--- config.mk ---
export PLATFORM = sky130hd
export DESIGN_NAME = pe_gate_sched
export DESIGN_NICKNAME = d
export VERILOG_FILES = /design/src/rtl/pe_gate_pkg.sv /design/src/rtl/pe_gate_fsm.sv /design/src/rtl/pe_gate_sched.sv
export SDC_FILE = /design/constraint.sdc
export NUM_CORES = 1
export LEC_CHECK = 0
export CAP_MARGIN = 5
export CORE_UTILIZATION = 40
export CTS_BUF_LIST = sky130_fd_sc_hd__clkbuf_8
export DETAILED_ROUTE_END_ITERATION = 10
export PLACE_DENSITY_LB_ADDON = 0.05
export SETUP_SLACK_MARGIN = 0.1
export SLEW_MARGIN = 20
export SYNTH_ARGS = -nofsm -noshare
export SYNTH_HDL_FRONTEND = slang
export SYNTH_SLANG_ARGS = --single-unit
--- constraint.sdc ---
create_clock -name clk -period 3.59 [get_ports clk]
set_clock_uncertainty 0.1 [all_clocks]
set_input_delay 0.8975 -clock clk [delete_from_list [all_inputs] [get_ports clk]]
set_output_delay 0.8975 -clock clk [all_outputs]
set_load 0.02 [all_outputs]
--- src/rtl/pe_gate_pkg.sv ---
// Shared types and default constants for the PE clock-gating scheduler.
// Domain states are 2-bit encoded; pe_runnable marks states where the PE clock is usable.
package pe_gate_pkg;

  typedef enum logic [1:0] {
    ST_OFF   = 2'd0,
    ST_WAKE  = 2'd1,
    ST_ON    = 2'd2,
    ST_DRAIN = 2'd3
  } pe_state_e;

  localparam int DEF_NUM_PE      = 4;
  localparam int DEF_IDLE_CYCLES = 8;
  localparam int DEF_WAKE_CYCLES = 2;

  function automatic logic pe_runnable(input pe_state_e s);
    return (s == ST_ON) || (s == ST_DRAIN);
  endfunction

endpackage

--- src/rtl/pe_gate_fsm.sv ---
// One gated PE domain: OFF/WAKE/ON/DRAIN sequencing with wake and idle down-counters.
// en_nxt is the next-state clock enable; the scheduler registers it (and applies bypass).
module pe_gate_fsm
  import pe_gate_pkg::*;
#(
  parameter int IDLE_CYCLES = DEF_IDLE_CYCLES,
  parameter int WAKE_CYCLES = DEF_WAKE_CYCLES
) (
  input  logic      clk,
  input  logic      rst_n,
  input  logic      start,
  input  logic      finish,
  input  logic      grant,
  output pe_state_e state,
  output logic      en_nxt,
  output logic      ready
);

  localparam int IDLE_W = $clog2(IDLE_CYCLES + 1);
  localparam int WAKE_W = $clog2(WAKE_CYCLES + 1);

  pe_state_e         state_r;
  pe_state_e         state_nxt_s;
  logic [IDLE_W-1:0] idle_cnt_r;
  logic [IDLE_W-1:0] idle_cnt_nxt_s;
  logic [WAKE_W-1:0] wake_cnt_r;
  logic [WAKE_W-1:0] wake_cnt_nxt_s;
  logic              ready_r;

  // Next-state and counter update; start wins over a coincident finish.
  always_comb begin
    state_nxt_s    = state_r;
    idle_cnt_nxt_s = idle_cnt_r;
    wake_cnt_nxt_s = wake_cnt_r;
    case (state_r)
      ST_OFF: begin
        if (grant) begin
          state_nxt_s    = ST_WAKE;
          wake_cnt_nxt_s = WAKE_W'(WAKE_CYCLES);
        end else begin
          state_nxt_s    = ST_OFF;
        end
      end
      ST_WAKE: begin
        if (wake_cnt_r <= WAKE_W'(1)) begin
          state_nxt_s    = ST_ON;
          wake_cnt_nxt_s = {WAKE_W{1'b0}};
        end else begin
          wake_cnt_nxt_s = wake_cnt_r - WAKE_W'(1);
        end
      end
      ST_ON: begin
        if (finish && !start) begin
          state_nxt_s    = ST_DRAIN;
          idle_cnt_nxt_s = IDLE_W'(IDLE_CYCLES);
        end else begin
          state_nxt_s    = ST_ON;
        end
      end
      ST_DRAIN: begin
        if (start) begin
          state_nxt_s    = ST_ON;
          idle_cnt_nxt_s = {IDLE_W{1'b0}};
        end else if (idle_cnt_r <= IDLE_W'(1)) begin
          state_nxt_s    = ST_OFF;
          idle_cnt_nxt_s = {IDLE_W{1'b0}};
        end else begin
          idle_cnt_nxt_s = idle_cnt_r - IDLE_W'(1);
        end
      end
      default: begin
        state_nxt_s    = ST_OFF;
        idle_cnt_nxt_s = {IDLE_W{1'b0}};
        wake_cnt_nxt_s = {WAKE_W{1'b0}};
      end
    endcase
  end

  // Domain state, counters and registered ready.
  always_ff @(posedge clk or negedge rst_n) begin
    if (!rst_n) begin
      state_r    <= ST_OFF;
      idle_cnt_r <= {IDLE_W{1'b0}};
      wake_cnt_r <= {WAKE_W{1'b0}};
      ready_r    <= 1'b0;
    end else begin
      state_r    <= state_nxt_s;
      idle_cnt_r <= idle_cnt_nxt_s;
      wake_cnt_r <= wake_cnt_nxt_s;
      ready_r    <= pe_runnable(state_nxt_s);
    end
  end

  assign state  = state_r;
  assign en_nxt = (state_nxt_s != ST_OFF);
  assign ready  = ready_r;

endmodule

--- src/rtl/pe_gate_sched.sv ---
// PE clock-gating scheduler: per-domain FSMs plus round-robin, one-wake-at-a-time arbitration.
// Optional build macro PE_GATE_BYPASS_EN adds a bypass input that forces every clk_en high.
module pe_gate_sched
  import pe_gate_pkg::*;
#(
  parameter int NUM_PE      = DEF_NUM_PE,
  parameter int IDLE_CYCLES = DEF_IDLE_CYCLES,
  parameter int WAKE_CYCLES = DEF_WAKE_CYCLES
) (
  input  logic              clk,
  input  logic              rst_n,
`ifdef PE_GATE_BYPASS_EN
  input  logic              bypass,
`endif
  input  logic [NUM_PE-1:0] start,
  input  logic [NUM_PE-1:0] finish,
  output logic [NUM_PE-1:0] clk_en,
  output logic [NUM_PE-1:0] ready,
  output logic              busy
);

  localparam int PTR_W = $clog2(NUM_PE);

  pe_state_e         state_s [NUM_PE];
  logic [NUM_PE-1:0] en_nxt_s;
  logic [NUM_PE-1:0] off_s;
  logic [NUM_PE-1:0] wake_s;
  logic [NUM_PE-1:0] req_s;
  logic [NUM_PE-1:0] grant_s;
  logic [NUM_PE-1:0] pend_r;
  logic [NUM_PE-1:0] pend_nxt_s;
  logic [NUM_PE-1:0] clk_en_r;
  logic [NUM_PE-1:0] clk_en_nxt_s;
  logic [PTR_W-1:0]  rr_ptr_r;
  logic [PTR_W-1:0]  rr_ptr_nxt_s;
  logic [PTR_W:0]    idx_s;
  logic              found_s;
  logic              busy_r;

  for (genvar i = 0; i < NUM_PE; i++) begin : g_dom
    pe_gate_fsm #(
      .IDLE_CYCLES (IDLE_CYCLES),
      .WAKE_CYCLES (WAKE_CYCLES)
    ) u_fsm (
      .clk    (clk),
      .rst_n  (rst_n),
      .start  (start[i]),
      .finish (finish[i]),
      .grant  (grant_s[i]),
      .state  (state_s[i]),
      .en_nxt (en_nxt_s[i]),
      .ready  (ready[i])
    );
    assign off_s[i]  = (state_s[i] == ST_OFF);
    assign wake_s[i] = (state_s[i] == ST_WAKE);
  end

  // Round-robin grant of one request per cycle, suppressed while any domain is waking.
  always_comb begin
    req_s        = pend_r | (start & off_s);
    grant_s      = {NUM_PE{1'b0}};
    rr_ptr_nxt_s = rr_ptr_r;
    found_s      = 1'b0;
    idx_s        = {(PTR_W+1){1'b0}};
    if (wake_s == {NUM_PE{1'b0}}) begin
      for (int k = 0; k < NUM_PE; k++) begin
        idx_s = {1'b0, rr_ptr_r} + (PTR_W+1)'(k);
        if (idx_s >= (PTR_W+1)'(NUM_PE)) begin
          idx_s = idx_s - (PTR_W+1)'(NUM_PE);
        end else begin
          idx_s = idx_s;
        end
        if (!found_s && req_s[idx_s[PTR_W-1:0]]) begin
          found_s                      = 1'b1;
          grant_s[idx_s[PTR_W-1:0]]    = 1'b1;
          if (idx_s == (PTR_W+1)'(NUM_PE - 1)) begin
            rr_ptr_nxt_s = {PTR_W{1'b0}};
          end else begin
            rr_ptr_nxt_s = idx_s[PTR_W-1:0] + PTR_W'(1);
          end
        end else begin
          found_s = found_s;
        end
      end
    end else begin
      found_s = 1'b0;
    end
  end

  // Pending requests clear on grant; the enable vector optionally ORs in bypass.
  always_comb begin
    pend_nxt_s   = (pend_r | (start & off_s)) & ~grant_s;
`ifdef PE_GATE_BYPASS_EN
    clk_en_nxt_s = en_nxt_s | {NUM_PE{bypass}};
`else
    clk_en_nxt_s = en_nxt_s;
`endif
  end

  // Arbitration state and registered enable/busy outputs.
  always_ff @(posedge clk or negedge rst_n) begin
    if (!rst_n) begin
      rr_ptr_r <= {PTR_W{1'b0}};
      pend_r   <= {NUM_PE{1'b0}};
      clk_en_r <= {NUM_PE{1'b0}};
      busy_r   <= 1'b0;
    end else begin
      rr_ptr_r <= rr_ptr_nxt_s;
      pend_r   <= pend_nxt_s;
      clk_en_r <= clk_en_nxt_s;
      busy_r   <= (|en_nxt_s) | (|pend_nxt_s);
    end
  end

  assign clk_en = clk_en_r;
  assign busy   = busy_r;

endmodule

* Yosys cells after proc, flatten, opt, wreduce, memory -nomap -nowiden *
Cells that the tools add are included.

cells by class
  equal/unequal tests = 32
  bitwise gates (word level) = 8
  multiplexer cells = 98
  reduce and logical (&&, ||, !) cells = 51
  order comparisons = 20
  $add $sub $neg = 19

operator list
  cell                   count
  $mux W4                20
  $mux W2                28
  $eq A2 B2 Y1 const B   16
  $pmux W2 S4            4
  $pmux W4 S2            4
  $mux W3                8
  $reduce_bool A2 Y1     12
  $mux W1                22
  $reduce_and A2 Y1      9
  $le A4 B1 Y1 const B   4
  $ne A2 B1 Y1 const B   8
  $or A4 B4 Y4           4
  $pmux W2 S2            4
  $sub A4 B1 Y4 const B  4
  $eq A3 B2 Y1 const B   4
  $lt A2 B3 Y1 const B   4
  $logic_and A1 B1 Y1    11
  $ge A3 B3 Y1 const B   3
  $sub A3 B3 Y3 const B  3
  $add A2 B1 Y2 const B  4
  $and A4 B4 Y4          2
  $bmux W1 S2            4
  $demux W1 S2           4
  $eq A2 B1 Y1 const B   4
  15 further kinds       38

word-level totals
  flip-flop bits (word level) = 47
  word-level logic and storage cells = 248
  output and inout bits = 9

* Longest topological paths before layout *
  word-level depth = 24
  depth in mapped cells = 12

* By module *
A second synthesis with hierarchy kept.

second synthesis, totals
  cell total of the unflattened synthesis = 316
  area total of the unflattened synthesis = 3106.7 um^2

by module, submodules not included
  module         instances  seq. area each (um^2)  cells an instance  area each (um^2)
  pe_gate_fsm    4          225.2                  51                 524.3
  pe_gate_sched  1          275.3                  112                1009.7

* Least setup slack after synthesis *
Ideal clock, no wire load.

  kind = register -> register
  start point = register rr_ptr_r[0]
  end point = register busy_r (netlist: busy)
  cell stages (with the launch flop) = 13
  data arrival time = 3.337 ns
  buffers on the path = 2
  period minus slack after synthesis = 3.576 ns
  setup slack = 0.014 ns
  library setup time = 0.139 ns
  cell sequence = dfrtp_1 > inv_1 > ha_1 > or2_1 > o221a_1 > or2_1 > buf_6 > nor4_4 > buf_6 > o2bb2ai_2 > o21ai_0 > or4_1 > or4_1

on the way
  longest elaborated chain between the ends = 24
  elaborated cells on any way between the ends = 87
  those cells by class = 7 x add/sub; 12 x order compare; 46 x mux; 6 x bitwise; 16 x reduce/logical

ends and longest elaborated chain
  element                                                                 line                  text
  start, declared                                                         pe_gate_sched.sv:34   logic [PTR_W-1:0] rr_ptr_r;
  start signal, assigned                                                  pe_gate_sched.sv:103  rr_ptr_r <= {PTR_W{1'b0}};
  start signal, assigned                                                  pe_gate_sched.sv:108  rr_ptr_r <= rr_ptr_nxt_s;
  parallel branches: the longest is 17 deep, another holds $add A2 B1 Y3  -
  $mux W4 (*)                                                             pe_gate_sched.sv:73   if (!found_s && req_s[idx_s[PTR_W-1:0]]) begin
  $mux W4 (*)                                                             pe_gate_sched.sv:65   if (wake_s == {NUM_PE{1'b0}}) begin
  $mux W1                                                                 pe_gate_fsm.sv:37     if (grant) begin
  $pmux W2 S4                                                             pe_gate_fsm.sv:35     case (state_r)
  $reduce_bool A2 Y1                                                      pe_gate_fsm.sv:95     assign en_nxt = (state_nxt_s != ST_OFF);
  $reduce_or A4 Y1                                                        pe_gate_sched.sv:111  busy_r <= (|en_nxt_s) | (|pend_nxt_s);
  $or A1 B1 Y1 (*)                                                        pe_gate_sched.sv:111
  end signal, assigned                                                    pe_gate_sched.sv:111
  end, declared                                                           pe_gate_sched.sv:38   logic busy_r;

Every way passes the cells marked *. The select of a mux whose other input is x is not followed.
A chain may end at the register's enable or synchronous reset.

* Worst setup path in the final report *
  start point = input port start[3]
  end point = register busy_r (netlist: busy)

on the way
  longest elaborated chain between the ends = 23
  elaborated cells on any way between the ends = 54
  those cells by class = 32 x mux; 8 x bitwise; 14 x reduce/logical

ends and longest elaborated chain
  element                        line                                      text
  start, declared                pe_gate_sched.sv:15                       input logic [NUM_PE-1:0] start,
  $and A4 B4 Y4                  pe_gate_sched.sv:60, pe_gate_sched.sv:92
  $or A4 B4 Y4                   pe_gate_sched.sv:60, pe_gate_sched.sv:92
  $bmux W1 S2                    pe_gate_sched.sv:73
  $mux W1 (not written as such)  pe_gate_sched.sv:73
  $mux W1                        pe_gate_sched.sv:73
  $mux W1                        pe_gate_sched.sv:65
  $logic_not A1 Y1               pe_gate_sched.sv:73
  $logic_and A1 B1 Y1            pe_gate_sched.sv:73
  [... 7 more ...]               -
  $logic_and A1 B1 Y1            pe_gate_sched.sv:73
  $mux W4                        pe_gate_sched.sv:73
  $mux W4                        pe_gate_sched.sv:65
  $mux W1                        pe_gate_fsm.sv:37
  $pmux W2 S4                    pe_gate_fsm.sv:35
  $reduce_bool A2 Y1             pe_gate_fsm.sv:95
  $reduce_or A4 Y1               pe_gate_sched.sv:111
  $or A1 B1 Y1 (*)               pe_gate_sched.sv:111

Mark *: on every way between the ends. The rest lies on a longest branch, timed or not. The select of a mux whose other input is x is not followed.

==> metrics.md <==
| Metric | Value |
|---|---|
| Initial DRC count | 150 |
| Synthesized net count | 335 |
| Final Wtd Congestion | between 0.8 and 0.9 |
| Final setup vio count | 1 |
| Initial antenna violation count | 0 |
| Share of layout cells above drive strength 1 | 0.269 |
| Hold EP | g_dom[0].u_fsm.wake_cnt_r[0] |
| Worst-case clock buffer depth | 2 |
| Most instantiated library cell after synthesis | o21ai_0 |
| Vias in the first global route | roughly 2400 |
| Distinct cells, synth | 54 |
| Drt via density | 5.26 |
| Setup TNS | -0.0142 ns |
| DIE WIDTH | slightly below 90 µm |
| Setup WS post-layout | -0.0142 ns |
| Ys Warns | 0 |
| Run status | finished with violations |
| Initial cell density of the core | 0.421 |
| Worst endpoint required time | 3.67 ns |
| Crit start category | primary input |
| Final std cells w/o fill | ~480 |
| Hold Crit Depth | 1 |
| Average wire per standard cell | 14.2 µm |
| Crit Path Category | in -> reg |
| Fill cell count | 629 |
| Inst Count DP | between 400 and 500 |
| Final wirelength | slightly below 7000 µm |
| CTS clk-pin slew, worst paths | about 0.090 ns |
| Std-Cell Rows | 30 |
| Nets | a little over 400 |
| RSZ-0062 raised after global routing | true |
| Max-capacitance violation count | 0 |
| Hold WC Path Type | reg -> reg |
| Global-route wire length before repair | ~11000 µm |
| H-tree levels | 2 |
| Critical R2R Capture | busy |
| Bufs and invs on worst path | 1 |
| Pre-antenna DRT Iters | 4 |
| Root buffer cell | clkbuf_8 |
| CP max stage cell | or4_1 |
| Max Slew Vio Count | 0 |
| CTS sink cnt | 46 |
| Hold Violations, Final | 0 |
| Setup crit start | start[3] |
| Multi-input logic area | 0.00167 mm² |
| Ys async rst share | 1.00 |
| CTS tree | done |
| Cells after Synth | just over 300 |
| Critical-path cell list | buf_6, or3b_4, nor2b_4, mux4_2, nor4_4, a221o_1, o21ai_1, or4_1, or4_1 |
| Final period utilization | 1.00 |
| FF-to-FF path depth | 10 |
| Die ar. | around 0.0077 mm² |
| Worst Path Arrival | 3.68 ns |
| Post-DP HPWL | 5130 µm |
| Critical Path End Type | flop |
| Sequential area share after synthesis | 0.394 |
| Area share of the largest cell type after synthesis | 0.394 |
| Top-level port count | 19 |
| EDFF count, synth | 0 |
| # diodes | 0 |
| CP delay by family, top | simple AND/OR/NAND/NOR gates |
| Worst-Skew Late Latency | about 0.30 ns |
| Avg Cell Area, Syn | approximately 9.4 µm² |
| Commonest cells post-synth | o21ai_0, dfrtp_1, nor2_1 |
| Antenna viol nets, final | 0 |
| Largest area contributor in the netlist | dfrtp_1 |
| Slew @ Worst Pin | between 0.6 and 0.7 ns |
| R2R setup slack | approximately 0.14 ns |
| FF+latch area | around 0.0012 mm² |
| Total number of vias | between 2000 and 3000 |
| Synth top area cells | dfrtp_1, o21ai_0, ha_1 |
| Final min period | approximately 3.6 ns |
| Post-Syn Area | about 0.0029 mm² |
| Cell mode on critical path | or4_1 |
| Main flop type after synthesis | dfrtp_1 |
| #FFs+latches synth | 46 |
| Largest net degree at the start of global routing | 29 |
| Largest stage delay on the critical path | around 0.54 ns |
| Port Buf Inserts | 18 |
| # hold bufs at CTS | 0 |
| Max Clock Freq | approximately 280 MHz |
| Total grt overflow | 0 |
| Hold wc startpoint | g_dom[0].u_fsm.wake_cnt_r[0] |
| Failing checks | negative setup slack |
| Cts bufs inserted | 5 |
| Total global routing track utilization | 0.193 |
| Die height | approximately 90 µm |
| Slew Limit Headroom | 0.573 |
| Worst r2r src | rr_ptr_r[0] |
| Core area | about 0.007 mm² |
| Area growth syn-to-layout | 27.8% |
| CP Max Fanout | 6 |
| Drt drc | 0 |
-- layout by cell type (no fill, tap or decap), types with 3 or more instances in the layout --
| cell | instances |
|---|---|
| a21o_1 | 3 |
| a21oi_1 | 16 |
| a221o_1 | 3 |
| a22o_1 | 3 |
| a31oi_1 | 3 |
| buf_2 | 3 |
| buf_4 | 61 |
| buf_6 | 3 |
| clkbuf_8 | 5 |
| clkdlybuf4s50_1 | 13 |
| dfrtp_1 | 45 |
| ha_1 | 15 |
| inv_1 | 17 |
| mux2_2 | 4 |
| mux2i_1 | 3 |
| nand2_1 | 20 |
| nand2b_1 | 9 |
| nand3_1 | 4 |
| nor2_1 | 30 |
| nor2b_1 | 8 |
| nor3_1 | 4 |
| nor3b_1 | 3 |
| o21ai_0 | 46 |
| o22ai_1 | 5 |
| o2bb2ai_2 | 3 |
| o31ai_1 | 7 |
| or2_1 | 3 |
| xnor2_1 | 4 |
-- final cells by class --
| type | count | area share |
|---|---|---|
| multi-input cells | 236 | 0.447 |
| flip-flops and latches | 46 | 0.308 |
| repair buffers | 81 | 0.173 |
| well taps | 96 | 0.0322 |
| clock buffers | 5 | 0.0184 |
| inverters | 16 | 0.0161 |
| clock inverters | 3 | 0.00469 |
-- sequential cells by signal (all words and copies together) (netlist names) --
name	flops
busy	1
clk_en	4
g_dom.u_fsm.idle_cnt_r	16
g_dom.u_fsm.ready	4
g_dom.u_fsm.state	7
g_dom.u_fsm.wake_cnt_r	8
pend_r	4
rr_ptr_r	2
-- worst reg2reg max path, stage by stage (launching register included) --
cell	delay (ns)
dfrtp_2	0.36
inv_1	0.05
ha_1	0.34
or2_1	0.22
o221a_1	0.25
or2_4	0.31
nor4_4	0.49
a221o_1	0.22
o21ai_1	0.06
or4_1	0.54
or4_1	0.40
-- through the flow --
step / utilization / hold WS (ns) / setup WS, ns / instance area, µm²
global placement: 0.506 / 0.360 / -0.669 / 3510
CTS: 0.535 / 0.379 / -0.0204 / 3720
global route: 0.538 / 0.407 / -0.0795 / 3740
floorplan: - / 0.340 / 0.0306 / 2930
detailed placement: 0.506 / 0.365 / -0.728 / 3510
finish: 0.538 / 0.378 / -0.0142 / 3740
-- worst max path at each step --
stage	endpoint	slack, ns	cells after the start
2_1_floorplan	busy	0.03	9
3_3_place_gp	busy	-0.67	9
3_5_place_dp	busy	-0.73	9
4_1_cts	busy	-0.02	9
5_1_grt	busy	-0.08	11
6_report	busy	-0.01	9
-- repair_timing --
item,4_1_cts,5_1_grt
gates resized for setup,23,3
pin swaps,6,7
buffers inserted,12,1
setup endpoints to repair,3,2
-- cell families after synthesis --
family | synth area share
mux | 0.0514
fa+ha+maj | 0.0642
xor+xnor | 0.0120
flops | 0.394
compound gates | 0.244
buf+inv | 0.0514
simple gates | 0.183
-- layer usage --
metal,part of all wire,vias up,GRT usage
li1,-,1269,-
met1,0.51,1218,0.277
met2,0.45,47,0.296
met3,0.028,5,0.0341
met4,0.011,0,0.0537
met5,0,-,0
Power is not shown: default switching activity piles up to over one toggle a cycle in this logic, so the estimate is an artifact.
